### src/rtl/bcd_encode.sv
// Packed two-digit BCD to 7-bit binary via shift-add; legal result 4 cycles after accept, error result 1 cycle.
// Result registers hold while out_ready is low; in_ready stays low from accept until the result is consumed.
module bcd_encode #(
    parameter int         MAX_VAL = 81,
    parameter logic [6:0] ERR_NUM = 7'd127
) (
    input  logic       clk,
    input  logic       rst_n,
    input  logic       in_valid,
    output logic       in_ready,
    input  logic [7:0] BCD_code,
    output logic       out_valid,
    input  logic       out_ready,
    output logic [6:0] num,
    output logic       err
);

    typedef enum logic [2:0] {
        IDLE  = 3'd0,
        CHECK = 3'd1,
        MUL   = 3'd2,
        ADD1  = 3'd3,
        ADD2  = 3'd4,
        DONE  = 3'd5
    } state_t;

    localparam logic [7:0] MAX_Q = 8'(MAX_VAL);

    state_t     state;
    state_t     state_nxt;
    logic [7:0] bcd_q;
    logic [6:0] acc;
    logic [3:0] tens;
    logic [3:0] units;
    logic [7:0] dec_val;
    logic       bad;

    assign tens  = bcd_q[7:4];
    assign units = bcd_q[3:0];

    // 8 bits covers the worst non-BCD nibble pair (15*10+15) so the range compare never wraps.
    assign dec_val = {1'b0, tens, 3'b000} + {3'b000, tens, 1'b0} + {4'b0000, units};
    assign bad     = (tens > 4'd9) || (units > 4'd9) || (dec_val > MAX_Q);

    assign in_ready = (state == IDLE);

    always_ff @(posedge clk) begin
        if (!rst_n) begin
            state <= IDLE;
        end else begin
            state <= state_nxt;
        end
    end

    always_comb begin
        state_nxt = state;
        case (state)
            IDLE:    if (in_valid) state_nxt = CHECK;
            CHECK:   state_nxt = bad ? DONE : MUL;
            MUL:     state_nxt = ADD1;
            ADD1:    state_nxt = ADD2;
            ADD2:    state_nxt = DONE;
            DONE:    if (out_ready) state_nxt = IDLE;
            default: state_nxt = IDLE;
        endcase
    end

    always_ff @(posedge clk) begin
        if (!rst_n) begin
            bcd_q     <= 8'd0;
            acc       <= 7'd0;
            num       <= 7'd0;
            err       <= 1'b0;
            out_valid <= 1'b0;
        end else begin
            case (state)
                IDLE: begin
                    if (in_valid) bcd_q <= BCD_code;
                end
                CHECK: begin
                    if (bad) begin
                        num       <= ERR_NUM;
                        err       <= 1'b1;
                        out_valid <= 1'b1;
                    end
                end
                MUL: begin
                    acc <= {tens, 3'b000};
                end
                ADD1: begin
                    acc <= acc + {2'b00, tens, 1'b0};
                end
                ADD2: begin
                    num       <= acc + {3'b000, units};
                    err       <= 1'b0;
                    out_valid <= 1'b1;
                end
                DONE: begin
                    if (out_ready) out_valid <= 1'b0;
                end
                default: ;
            endcase
        end
    end

endmodule

### config.mk
export PLATFORM = sky130hd
export DESIGN_NAME = bcd_encode
export DESIGN_NICKNAME = d
export VERILOG_FILES = /design/src/rtl/bcd_encode.sv
export SDC_FILE = /design/constraint.sdc
export NUM_CORES = 1
export LEC_CHECK = 0
export CAP_MARGIN = 20
export CORE_ASPECT_RATIO = 1.1
export CORE_MARGIN = 2
export CORE_UTILIZATION = 50
export CTS_BUF_LIST = sky130_fd_sc_hd__clkbuf_4 sky130_fd_sc_hd__clkbuf_8
export DETAILED_ROUTE_END_ITERATION = 10
export HOLD_SLACK_MARGIN = 0.06
export PLACE_DENSITY_LB_ADDON = 0.2
export SLEW_MARGIN = 5
export SYNTH_ARGS = -nofsm -noshare
export SYNTH_HDL_FRONTEND = slang
export SYNTH_SLANG_ARGS = --single-unit
### constraint.sdc
create_clock -name clk -period 2.35 [get_ports clk]
set_input_delay 0.3525 -clock clk [delete_from_list [all_inputs] [get_ports clk]]
set_output_delay 0.3525 -clock clk [all_outputs]
set_load 0.01 [all_outputs]
==> results.yml <==
routing:
  dr_total_vias: 1432
  ant_nets: 0
  drc_errors: 2
  via_per_inst: 5.751
  first_pass_iters: 7
  wl_um: 3649
  drt_iter0_markers: 46
  avgRoutedWirePerCell_um: 14.65
place:
  port_buffers: 21
  gp_congestion: 0.9097
  hpwlAfterDp_um: 2758
  post-place-ws_ns: -0.08988
setup_path:
  worstPathRequired_ns: 2.59
  startpoint_type: "flop"
  path_max_fanout: 4
  cp-end-kind: "flop"
  cp_slowest_stage_delay_ns: 0.56
  slowest_stage: "fa_1"
  arrival_ns: 2.63
  r2r_slack_ns: -0.03
  crit_type: "flop to flop"
  worstPathCellList: "inv_2 -> fa_1 -> inv_1 -> ha_1 -> a21o_1 -> a21oi_2 -> mux2i_4 -> o31ai_2 -> a221oi_2"
  critPathBufInv: 2
  critPathTopFamily: "adder cells"
die:
  start_util_pct: 53.19
  die-area_um2: 3774
  io_pins: 22
  coreArea_um2: 3100
  die_h_um: 64.24
  die_w_um: 58.76
  rows: 21
power_and_ir_drop:
  design_power_total_mw: 1.189
  cellLeakagePower_nw: 0.8180
  ir_drop_mv: 0.3289
  powerDensity_nw_per_um2: 594.3
final_layout:
  areaGrowthSynthToFinish_pct: 21.32
  drive_gt1_share_pct: 16.74
  multiInputGateArea_um2: 1059
  ff_latch_area_um2: 523.0
  fillers: 270
  final_nets: 245
  n_antenna_cell: 0
grt:
  grt_pass1_vias: 1450
  grt_pass1_wl_um: 6499
  grt-ovfl-total: 0
  grt.total_usage_pct: 21.86
  grt_max_degree: 20
  antenna_found_initial: 0
min_path:
  hold_class: "flop to flop"
clock_network:
  path_clk_slew_ns: 0.14
  postCtsSetupBuffers: 0
  clk_path_buf_depth: 2
  cts-root-buf: "clkbuf_4"
  hold_buffers: 0
  cts_tree: "done"
  numCtsBuffers: 3
  h-tree-depth: 1
  clock_sinks: 26
  clk_latency_ns: 0.32
yosys:
  syn_nets: 214
  syn_inst: 185
  synth.distinct_cells: 45
  synthFlopType: "dfxtp_1"
  synth-simple-area-share_pct: 18.44
  synth_edf_count: 0
  synth_seq_cells: 26
  synth_top_family_by_area: "compound AO/OA/AOI/OAI gates"
  synth_fa_ha_area_share_pct: 14.26
  synth.avg_cell_area_um2: 8.914
  async_reset_ff_share_pct: 0
  yosys_warnings: 0
  ys_seq_area_share_pct: 31.56
  synthMuxAreaShare_pct: 3.794
  synth-xor-area-share_pct: 3.718
  synth_compound_area_share_pct: 23.29
  synthesis.area_um2: 1649
sta:
  clock.fmax_ghz: 0.4199
  final.setup_skew_ns: 0.005554
  max-slew-margin-rel_pct: 67.80
  setup_violations: 5
  hold_viol: 0
  slew_violations: 0
  finalWorstSetupSlack_ns: -0.03162
  timing.final.crit_share_pct: 101.3
  tightest_slew_ns: 0.4815
  rsz0062_at_grt: "true"
  fin_crit_ns: 2.382
outcome:
  status: "complete, but fails checks"
  violations: "design-rule violations, negative setup slack"
run:
  max_cap_viol_count: 0
sequential cells by signal, summed over array words and instances, names as in the netlist:
signal,count
bcd_q,8
err,1
acc,6
state,3
out_valid,1
num,7
cell usage after synthesis (4+ instances only):
master     n  share of area, %
a21o_1     4               1.8
nor2_1     7               1.6
mux2i_1    4               2.4
a211oi_1   5               2.3
xnor2_1    4               2.1
nand2_1   25               5.7
dfxtp_1   26                32
a21oi_1   20               6.1
nand3_1    6               1.8
o21ai_1    4               1.2
inv_1     10               2.3
ha_1      14                11
o21ai_0    7               2.1
repair_timing:
item / 4_1_cts / 5_1_grt
endpoints found under the setup margin: 11 / 11
pin swaps: 13 / 4
hold endpoints to repair: 0 / 0
resized for setup: 5 / 0
cells in the final DEF (no fill, tap or decap), types with 3 or more instances in the layout:
cell,netlist,final
nand2_1,25,25
dfxtp_1,26,24
clkdlybuf4s50_1,0,21
a21oi_1,20,19
ha_1,14,14
buf_4,0,11
inv_1,10,9
o21ai_0,7,7
nor2_1,7,7
nand3_1,6,6
a211oi_1,5,5
a21o_1,4,4
o21ai_1,4,4
xnor2_1,4,4
mux2i_1,4,4
a31oi_1,3,3
xor2_1,3,3
a22oi_1,3,3
clkbuf_4,0,3
per-stage QoR:
stage / instance area (µm²) / utilization [%] / setup TNS, ns / hold slack [ns] / instances
6_report: 2001 / 64.53 / -0.08051 / 0.4708 / 249
5_1_grt: 2001 / 64.53 / -0.8181 / 0.5082 / 249
4_1_cts: 2001 / 64.53 / -0.1744 / 0.4727 / 249
3_5_place_dp: 1952 / 62.95 / -0.4525 / 0.4537 / 245
3_3_place_gp: 1952 / 62.95 / -0.1028 / 0.4497 / 245
2_1_floorplan: 1650 / - / -0.007287 / 0.4360 / 185
metal layers:
metal	wire length [µm]	share of wire (%)	vias to the layer above	GRT usage [%]
met4	65	1.8	0	5.966
li1	-	-	724	-
met3	114	3.1	9	2.632
met5	0	0	-	0
met2	1786	49	29	36.94
met1	1682	46	670	28.89
area by class of cell:
class	instances	share of cell area [%]
Timing Repair Buffer	32	14.63
Clock buffer	4	1.814
Multi-Input combinational cell	141	52.91
Tap cell	34	2.126
Sequential cell	26	26.14
Inverter	12	2.376
worst min-delay path: stages, from the launching register on:
cell and delay, ns:
dfxtp_1 0.34, nand3_1 0.06, nand2_1 0.04
where the power goes:
group          total [mW]  internal [mW]  switching (mW)
Sequential          0.534          0.486          0.0476
Clock               0.225         0.0947           0.130
Combinational       0.430          0.194           0.236
Total                1.19          0.775           0.414
final timing paths:
check | to | depth (start not counted) | startpoint
min | err | 2 | err
max | state[0] | 9 | bcd_q[3]
min reg2reg | err | 2 | err
max reg2reg | state[0] | 9 | bcd_q[3]
cell families after synthesis:
group / Yosys count
AO/OA/AOI/OAI: 58
XOR/XNOR: 7
adder cells (fa/ha/maj): 17
buffers and inverters: 18
flip-flops: 26
multiplexers: 5
AND/OR/NAND/NOR: 54
Note: power is estimated with default switching activity, not from simulation.
